## config.mk

```make
export PLATFORM = sky130hd
export DESIGN_NAME = fwd_hazard_unit
export DESIGN_NICKNAME = d
export VERILOG_FILES = /design/src/rtl/fwd_hazard_unit.sv
export SDC_FILE = /design/constraint.sdc
export NUM_CORES = 1
export LEC_CHECK = 0
export CORE_ASPECT_RATIO = 2
export CORE_MARGIN = 8
export CORE_UTILIZATION = 28
export CTS_CLUSTER_DIAMETER = 80
export DETAILED_ROUTE_END_ITERATION = 8
export SYNTH_ARGS = -nofsm -noshare
export SYNTH_HDL_FRONTEND = slang
export SYNTH_SLANG_ARGS = --single-unit
```

## constraint.sdc

```tcl
create_clock -name clk -period 2.35 [get_ports clk]
set_input_delay 0.235 -clock clk [delete_from_list [all_inputs] [get_ports clk]]
set_output_delay 0.235 -clock clk [all_outputs]
set_load 0.02 [all_outputs]
```

## src/rtl/fwd_hazard_unit.sv

```systemverilog
// Operand-forwarding select and load-use stall generation for the in-order pipeline.
// A private shift-register tracker mirrors in-flight destination writes past ID.

module fwd_src_match #(
  parameter int FWD_DEPTH    = 2,
  parameter int LOAD_FWD_MIN = 1,
  parameter int REG_AW       = 5,
  parameter int SW           = 2
) (
  input  logic                             id_valid,
  input  logic                             rs_used,
  input  logic [REG_AW-1:0]                rs,
  input  logic [FWD_DEPTH-1:0]             e_valid,
  input  logic [FWD_DEPTH-1:0]             e_regwrite,
  input  logic [FWD_DEPTH-1:0]             e_is_load,
  input  logic [FWD_DEPTH-1:0][REG_AW-1:0] e_rd,
  output logic [SW-1:0]                    sel,
  output logic                             hazard
);
  logic [FWD_DEPTH-1:0] hit;

  for (genvar k = 0; k < FWD_DEPTH; k++) begin : g_hit
    assign hit[k] = id_valid && rs_used && e_valid[k] && e_regwrite[k] &&
                    (e_rd[k] != '0) && (e_rd[k] == rs);
  end

  // Scan oldest to youngest so the youngest producer overrides; a younger
  // load therefore always wins over an older ALU result.
  always_comb begin
    sel    = '0;
    hazard = 1'b0;
    for (int k = FWD_DEPTH-1; k >= 0; k--) begin
      if (hit[k]) begin
        sel    = SW'(k+1);
        hazard = e_is_load[k] && (k < LOAD_FWD_MIN);
      end
    end
  end
endmodule

module fwd_hazard_unit #(
  parameter int NUM_SRC      = 2,
  parameter int FWD_DEPTH    = 2,
  parameter int LOAD_FWD_MIN = 1,
  parameter int REG_AW       = 5,
  parameter int CNT_W        = 16,
  localparam int SW          = $clog2(FWD_DEPTH+1)
) (
  input  logic                      clk,
  input  logic                      rst_n,
  input  logic                      id_valid,
  input  logic [NUM_SRC*REG_AW-1:0] id_rs,
  input  logic [NUM_SRC-1:0]        id_rs_used,
  input  logic [REG_AW-1:0]         id_rd,
  input  logic                      id_regwrite,
  input  logic                      id_is_load,
  input  logic                      flush,
  output logic [NUM_SRC*SW-1:0]     fwd_sel,
  output logic                      stall,
  output logic [CNT_W-1:0]          stall_count
);
  typedef struct packed {
    logic [REG_AW-1:0] rd;
    logic              regwrite;
    logic              is_load;
  } trk_t;

  logic [FWD_DEPTH-1:0]             vld_pipe;
  trk_t [FWD_DEPTH-1:0]             trk_q;
  logic [FWD_DEPTH-1:0]             e_rw, e_ld;
  logic [FWD_DEPTH-1:0][REG_AW-1:0] e_rd;
  logic [NUM_SRC-1:0][REG_AW-1:0]   rs_l;
  logic [NUM_SRC-1:0][SW-1:0]       sel_l;
  logic [NUM_SRC-1:0]               haz;
  logic                             issue;

  for (genvar k = 0; k < FWD_DEPTH; k++) begin : g_unpack
    assign e_rw[k] = trk_q[k].regwrite;
    assign e_ld[k] = trk_q[k].is_load;
    assign e_rd[k] = trk_q[k].rd;
  end

  assign rs_l = id_rs;

  for (genvar i = 0; i < NUM_SRC; i++) begin : g_src
    fwd_src_match #(
      .FWD_DEPTH   (FWD_DEPTH),
      .LOAD_FWD_MIN(LOAD_FWD_MIN),
      .REG_AW      (REG_AW),
      .SW          (SW)
    ) u_match (
      .id_valid  (id_valid),
      .rs_used   (id_rs_used[i]),
      .rs        (rs_l[i]),
      .e_valid   (vld_pipe),
      .e_regwrite(e_rw),
      .e_is_load (e_ld),
      .e_rd      (e_rd),
      .sel       (sel_l[i]),
      .hazard    (haz[i])
    );
  end

  assign fwd_sel = sel_l;
  // A redirect squashes the dependent instruction, so there is nothing to wait for.
  assign stall   = (|haz) && !flush;
  assign issue   = id_valid && !stall && !flush;

  // Only the valid bit needs qualifying; payload is ignored behind a bubble.
  always_ff @(posedge clk or negedge rst_n) begin
    if (!rst_n) begin
      vld_pipe <= '0;
      trk_q    <= '0;
    end else begin
      vld_pipe[0] <= issue;
      trk_q[0]    <= '{rd: id_rd, regwrite: id_regwrite, is_load: id_is_load};
      for (int k = 1; k < FWD_DEPTH; k++) begin
        vld_pipe[k] <= vld_pipe[k-1];
        trk_q[k]    <= trk_q[k-1];
      end
    end
  end

  always_ff @(posedge clk or negedge rst_n) begin
    if (!rst_n)
      stall_count <= '0;
    else if (stall && (stall_count != '1))
      stall_count <= stall_count + 1'b1;
  end
endmodule
```

==> key figures, run 1 <==
Floorplanning
  • Die width: 66.3 um
  • Die area: slightly below 8000 sq um
  • Starting Density: 0.291
  • Core area: 4860 sq um
  • Die H: between 100 and 150 um
  • I/O Pins: 44
  • Row count: 36

Synth
  • Mapped Nets: between 100 and 150
  • Synth async-reset ratio: 1.00
  • Seq/Total Area, Yosys: 0.548
  • Syn avg cell area: around 12 sq um
  • Cell Area, Synth: around 1400 sq um
  • Syn Inst Count: around 120
  • Primary FF master, synth: dfrtp_1
  • Yosys warns: 0
  • Yosys cell types: 27
  • EDFF count, synth: 0
  • Yosys reg bits: 31

Setup path
  • Reg2Reg Depth: 8
  • Worst path arrival time: ~2000 ps
  • Crit. End Element: output pin
  • CP max FO: 3
  • Launching point of the worst reg2reg path: e_rd[3]$_DFF_PN0_
  • CP max stage delay: approximately 400 ps
  • Cell chain of the critical path: buf_4 > xor2_1 > nor4_1 > nand4_1 > nor2_1 > clkdlybuf4s15_1
  • Critical path required time: between 2000 and 2500 ps
  • FF-to-FF setup slack: between 200 and 250 ps
  • Slowest CP cell: dfrtp_1
  • WP buf/inv: 2
  • Setup CP Type: flop to output pin
  • R2r endpoint: stall_count[1]$_DFFE_PN0P_
  • Top Family by Delay on Critical Path: simple AND/OR/NAND/NOR gates
  • CP Launch Type: flop

Routing
  • # DRC: 0
  • Via count: around 1,200
  • Initial DRC count: 25
  • Final ANT Viol Nets: 0
  • DR WL/cell: approximately 17 um
  • DR vias/cell: 4.86
  • Final wirelength: ~4100 um
  • DRT Pass-1 Iters: 4

CTS
  • H-tree depth: 2
  • CTS tree: done
  • TritonCTS Sinks: 31
  • Setup bufs post-CTS: 0
  • Reg clk slew, reported paths: about 60 ps
  • Worst-Skew Late Latency: around 280 ps
  • CTS root buffer: clkbuf_8
  • Clock Tree Buf Depth: 2
  • Total clock buffers created by CTS: 5

Job
  • Maxcap violations: 0

Place
  • Place WS: -114 ps
  • Post-placement cell count: between 200 and 250
  • Post-DP HPWL: around 3400 um
  • Final GP Congestion: slightly above 0.9
  • Port bufs: 43

Global routing
  • GR Util met2: 0.219
  • Vias in the first global route: approximately 1,300
  • Met1 usage: 0.0969
  • Initial antenna violation count: 0
  • Met3 GRT Util: 0.0346
  • GRT busiest layer: met2
  • First-pass GRT wire length: around 6500 um
  • Pin count of the biggest net entering global routing: 32
  • Total gr overflow: 0
  • Total GRT Usage: 0.113

Timing
  • Hold slack: 356 ps
  • Worst Skew: 5.12 ps
  • Setup WS post-layout: slightly above 100 ps
  • Final Hold Violating Endpoints: 0
  • Setup TNS: 0 ps
  • Peak Freq: about 450 MHz
  • Period minus WS final: approximately 2200 ps
  • Worst Tran Pin Value: 393 ps
  • Relative slew slack: 0.738
  • Final setup viols: 0
  • Crit share post-route: 0.956
  • Final Slew Violations: 0
  • RSZ-0062 raised after global routing: false

Min path
  • Hold Path Class: primary input to async pin

Cells and area
  • Layout cell share with drive strength beyond 1: 0.178
  • Final nets: around 200
  • Final cell count without fillers: between 200 and 250
  • Fin util: 0.432
  • Antenna Cells: 0
  • Layout area overhead: 48.4%

Status
  • Status: completed

Power
  • P_sw: approximately 240 uW
  • Sw Ratio: 0.225
  • Pwr/cell area: around 520 nW/um^2
  • Seq pwr share: 0.515
  • Pint: 841 uW
  • Leakage: around 0.0009 uW
  • Clk pwr share: 0.380
  • Gate power share: 0.105
  • Max VDD drop: 0.287 mV
cell usage in the layout (no fill, tap or decap), drive strengths merged:
master,n
buf,17
and4,2
clkinv,1
nor4,4
clkdlybuf4s50,38
xor2,18
nand3,4
dfrtp,31
nand4,10
nand2b,1
mux2i,1
nor3b,1
nand2,4
nor3,2
clkbuf,7
xnor2,15
a21oi,2
ha,1
clkdlybuf4s15,1
and4b,1
o21ai,1
a31o,1
a211oi,1
dlygate4sd2,1
nor2,3
o211ai,2
or4,2
and3,5
mux2,2
inv,1
metrics by stage:
stage / area (sq um) / total power (uW)
6_report: 2100 / 1090
5_1_grt: 2100 / 1130
4_1_cts: 2120 / 1110
3_5_place_dp: 2030 / 685
3_3_place_gp: 2030 / 684
2_1_floorplan: 1420 / 601
cell type report:
class	instances	area [sq um]
fill	486	2760
sequential	31	776
multi-input combinational	83	637
timing repair buffer	58	527
clock buffer	6	82.6
tap	57	71.3
clock inverter	1	5.00
inverter	1	3.75
power by group through the flow:
stage	clock, uW	combinational, uW	sequential, uW
global placement	0	115	569
detailed placement	0	116	570
global route	449	124	561
floorplan	0	32.1	569
finish	412	114	560
CTS	429	117	560
cell families (layout without fill, tap and decap cells):
| logic type | count (synthesis) | in the layout | share of synthesized area |
|---|---|---|---|
| buffers and inverters | 1 | 66 | 0.00265 |
| AO/OA/AOI/OAI | 7 | 7 | 0.0415 |
| flip-flops | 31 | 31 | 0.548 |
| XOR/XNOR | 33 | 33 | 0.204 |
| multiplexers | 3 | 3 | 0.0230 |
| AND/OR/NAND/NOR | 39 | 39 | 0.172 |
| adder cells (fa/ha/maj) | 1 | 1 | 0.00883 |
how the worst max path moves through the flow:
stage | from | to | cells after the start
floorplan | e_rd[0]$_DFF_PN0_ | fwd_sel[1] | 4
finish | e_rd[3]$_DFF_PN0_ | fwd_sel[2] | 6
CTS | e_rd[3]$_DFF_PN0_ | stall | 6
detailed placement | id_rs[4] | stall | 6
global placement | id_rs[4] | stall | 6
global route | e_rd[3]$_DFF_PN0_ | fwd_sel[2] | 6
metal layers:
metal  vias up  part of all wire
met1       562              0.33
li1        545                 -
met2        36              0.58
met3         9             0.057
met5         -                 0
met4         0             0.032
cells in the mapped netlist, types with 2 or more instances:
master    instances  area share
nor3_1            2      0.0071
o211ai_1          2       0.011
or4_1             2       0.011
nand3_1           4       0.014
nor2_1            3      0.0079
dfrtp_1          31        0.55
xnor2_1          15       0.093
nor4_1            3       0.013
xor2_1           18        0.11
nand2_1           4       0.011
a21oi_2           2       0.012
and3_1            5       0.022
nand4_1           9       0.040
and4_1            2       0.012
timing repair:
item                                    4_1_cts  5_1_grt
hold buffers                                  0        0
gates resized for setup                      11        5
endpoints found under the setup margin        5        3
pin swaps                                     0        1
cloned                                        0        0
flip-flops by register name, summed over array words and instances (netlist names):
name and flops:
vld_pipe 2, e_rd 10, stall_count 16, e_ld 1, e_rw 2
No activity file was read; power rests on OpenSTA's default activity.
==> inputs of run 2 (changes only) <==
--- a/config.mk
+++ b/config.mk
@@ -5,11 +5,15 @@
 export SDC_FILE = /design/constraint.sdc
 export NUM_CORES = 1
 export LEC_CHECK = 0
+export ABC_AREA = 1
+export CELL_PAD_IN_SITES_DETAIL_PLACEMENT = 0
+export CELL_PAD_IN_SITES_GLOBAL_PLACEMENT = 1
 export CORE_ASPECT_RATIO = 2
 export CORE_MARGIN = 8
 export CORE_UTILIZATION = 28
 export CTS_CLUSTER_DIAMETER = 80
 export DETAILED_ROUTE_END_ITERATION = 8
+export PLACE_DENSITY_LB_ADDON = 0.1
 export SYNTH_ARGS = -nofsm -noshare
 export SYNTH_HDL_FRONTEND = slang
 export SYNTH_SLANG_ARGS = --single-unit
==> key figures, run 2 <==
Status
  • Status: completed

CTS
  • Total clock buffers created by CTS: 5 (unchanged)
  • Clock Tree Buf Depth: 2 (unchanged)
  • CTS root buffer: clkbuf_16
  • Worst-Skew Late Latency: 280 ps (about the same)
  • CTS Hold Bufs: 0 (unchanged)
  • TritonCTS Sinks: 31 (unchanged)
  • Reg clk slew, reported paths: 60 ps (about the same)
  • H-tree depth: 2 (unchanged)
  • CTS tree: done

Setup path
  • CP Launch Type: flop
  • CP max stage delay: 600 ps (+200 ps)
  • Cell chain of the critical path: xnor2_1 > nand2_1 > nor2_1 > nand2_1 > inv_1 > clkdlybuf4s50_1
  • Critical path required time: 2120 ps (about the same)
  • Most used cell, CP: nand2_1
  • Setup crit start: e_rd[4]$_DFF_PN0_
  • WP buf/inv: 2 (unchanged)
  • Setup CP Type: flop to output pin
  • Crit. End Element: output pin
  • CP max FO: 4 (+1)
  • Worst path arrival time: 1990 ps (-20 ps)
  • Launching point of the worst reg2reg path: stall_count[0]$_DFFE_PN0P_
  • Top Family by Delay on Critical Path: buffers and inverters
  • Slowest CP cell: clkdlybuf4s50_1

Power
  • Gate power share: 0.095 (-0.010)
  • Pwr Total: 1480 uW (+36%)
  • Clk pwr share: 0.523 (+0.143)
  • Seq pwr share: 0.382 (-0.133)
  • Pint: 1150 uW (+36%)
  • P_sw: 330 uW (+35%)
  • Max VDD drop: 0.513 mV (+78%)
  • Pwr/cell area: 562 nW/um^2 (+8.8%)
  • Sw Ratio: 0.224 (-0.00140)
  • Leakage: 0.00128 uW (+38%)

Global routing
  • Initial antenna violation count: 0 (unchanged)
  • Total gr overflow: 0 (unchanged)
  • Pin count of the biggest net entering global routing: 32 (unchanged)
  • Vias in the first global route: 1,781 (+40%)
  • Total GRT Usage: 0.128 (+0.0150)
  • First-pass GRT wire length: 8940 um (+38%)

Timing
  • RSZ-0062 raised after global routing: false
  • Peak Freq: 450 MHz (+1.1%)
  • Relative slew slack: 0.713 (-0.0249)
  • Final Hold Violating Endpoints: 0 (unchanged)
  • Final setup viols: 0 (unchanged)
  • Worst Skew: 4.35 ps (-0.775 ps)
  • Period minus WS final: 2220 ps (-25.3 ps)
  • Setup WS post-layout: 128 ps (+25.3 ps)
  • Worst Tran Pin Value: 430 ps (+37.4 ps)
  • Final Slew Violations: 0 (unchanged)
  • Crit share post-route: 0.945 (-0.0108)

Synth
  • Mapped Nets: 266 (+91%)
  • Cell Area, Synth: 1820 sq um (+29%)
  • Yosys warns: 0 (unchanged)
  • Yosys cell types: 25 (-7.4%)
  • Main area contributors after synthesis: dfrtp_1 (43%), nand2_1 (14%), inv_1 (7.2%)
  • EDFF count, synth: 0 (unchanged)
  • Syn avg cell area: 7.52 sq um (-39%)
  • Synth async-reset ratio: 1.00 (unchanged)
  • Syn Inst Count: 242 (+110%)
  • Yosys top cell area share: 0.426 (-0.122)
  • Synth area leader: dfrtp_1
  • Most frequent cell after synthesis: nand2_1
  • Seq/Total Area, Yosys: 0.426 (-0.122)
  • Yosys reg bits: 31 (unchanged)
  • Primary FF master, synth: dfrtp_1
  • Top cells by count, synth: nand2_1 (67), inv_1 (35), dfrtp_1 (31)

Floorplanning
  • Core area: 6310 sq um (+30%)
  • Starting Density: 0.289 (-0.00263)
  • Die width: 73.0 um (+10%)
  • Die H: 130 um (+12%)
  • Row count: 41 (+14%)
  • Die area: 9490 sq um (+23%)
  • I/O Pins: 44 (unchanged)

Routing
  • Final wirelength: 5750 um (+39%)
  • Initial DRC count: 69 (+180%)
  • Via count: 1,692 (+47%)
  • DR WL/cell: 14.7 um (-15%)
  • # DRC: 0 (unchanged)
  • DR vias/cell: 4.34 (-11%)
  • Final ANT Viol Nets: 0 (unchanged)
  • DRT Pass-1 Iters: 6 (+2)

Cells and area
  • Layout cell share with drive strength beyond 1: 0.109 (-0.0692)
  • Commonest non-fill, non-tap cell in the layout: nand2_1
  • Fin area: 2630 sq um (+25%)
  • Most flops, register: stall_count
  • Most frequent cells in the layout: nand2_1 (67), clkdlybuf4s50_1 (39), inv_1 (35), dfrtp_1 (30), nor2_1 (28)
  • Filler cell count in the final layout: 690 (+42%)
  • Fin util: 0.417 (-0.0153)
  • Final nets: 327 (+60%)
  • Antenna Cells: 0 (unchanged)
  • Layout area overhead: 44.5%
  • Largest register FFs: 16 (unchanged)

Place
  • Placement-stage cell area: 2440 sq um (+20%)
  • Place WS: -20.5 ps (+93.9 ps)
  • Port bufs: 43 (unchanged)
  • Post-DP HPWL: 4640 um (+37%)
  • Final GP Congestion: 0.786 (-15%)

Job
  • Maxcap violations: 0 (unchanged)

Min path
  • Hold Path Class: primary input to async pin
run 2: cell types whose count changed after synthesis, sizes merged, moves of 3 or more:
| cell | before | now |
|---|---|---|
| nand2 | 4 | 68 |
| nand4 | 10 | 13 |
| nor2 | 3 | 31 |
| xor2 | 18 | 6 |
| nand3 | 4 | 21 |
| and3 | 5 | 0 |
| nor3 | 2 | 7 |
| inv | 1 | 38 |
| nand3b | 0 | 3 |
| o21ai | 1 | 4 |
run 2: power by group through the flow:
stage / clock network [uW] / logic [uW] / registers [uW]
after CTS: 790 / 144 / 564
after detailed placement: 0 / 141 / 573
after floorplan: 0 / 55.0 / 570
final: 773 / 141 / 564
after global routing: 804 / 156 / 565
after global placement: 0 / 142 / 573
run 2: what timing repair did:
action / 4_1_cts / 5_1_grt
setup endpoints to repair: 3 / 3
buffers inserted: 0 / 0
resized for setup: 3 / 3
cloned: 0 / 0
run 2: metal layers:
layer	wire length, um	track usage
met5	0	0
met4	158	0.0653
met3	229	0.0323
met2	3370	0.262
met1	1990	0.105
run 2: cell families after synthesis:
| group | count (synthesis) | share of synthesized area |
|---|---|---|
| XOR/XNOR | 19 | 0.0914 |
| buffers and inverters | 39 | 0.0818 |
| AND/OR/NAND/NOR | 146 | 0.375 |
| flip-flops | 31 | 0.426 |
| adder cells (fa/ha/maj) | 1 | 0.00687 |
| AO/OA/AOI/OAI | 6 | 0.0186 |
run 2: path summary, 6_finish.rpt:
path,slack (ps),cells after the start,end
worst max-delay path,130,6,fwd_sel[0]
worst min register to register,410,0,e_rw[1]$_DFF_PN0_
worst max register to register,480,9,stall_count[5]$_DFFE_PN0P_
max in group asynchronous,1670,2,e_rd[3]$_DFF_PN0_
min in group clk,390,1,e_rd[3]$_DFF_PN0_
worst min-delay path,360,2,stall_count[15]$_DFFE_PN0P_
run 2: area by class of cell:
class	instances	area (sq um)	area share
clock buffers	6	139	0.0528
clock inverters	2	35.0	0.0133
inverters	39	149	0.0566
multi-input cells	172	903	0.343
flip-flops and latches	31	777	0.295
well taps	86	108	0.0409
repair buffers	54	519	0.197
run 2: per-stage QoR:
stage	hold slack (ps)	cells	TNS, ps
global route	387	390	0
detailed placement	398	382	-20.5
finish	359	390	0
CTS	379	390	0
global placement	401	382	-38.0
floorplan	-60.6	242	0
==> inputs of run 3 (changes only) <==
--- a/config.mk
+++ b/config.mk
@@ -6,6 +6,7 @@
 export NUM_CORES = 1
 export LEC_CHECK = 0
 export ABC_AREA = 1
+export CAP_MARGIN = 25
 export CELL_PAD_IN_SITES_DETAIL_PLACEMENT = 0
 export CELL_PAD_IN_SITES_GLOBAL_PLACEMENT = 1
 export CORE_ASPECT_RATIO = 2
==> results of run 3 <==
Final layout, timing and power as in run 2 (identical DEF).
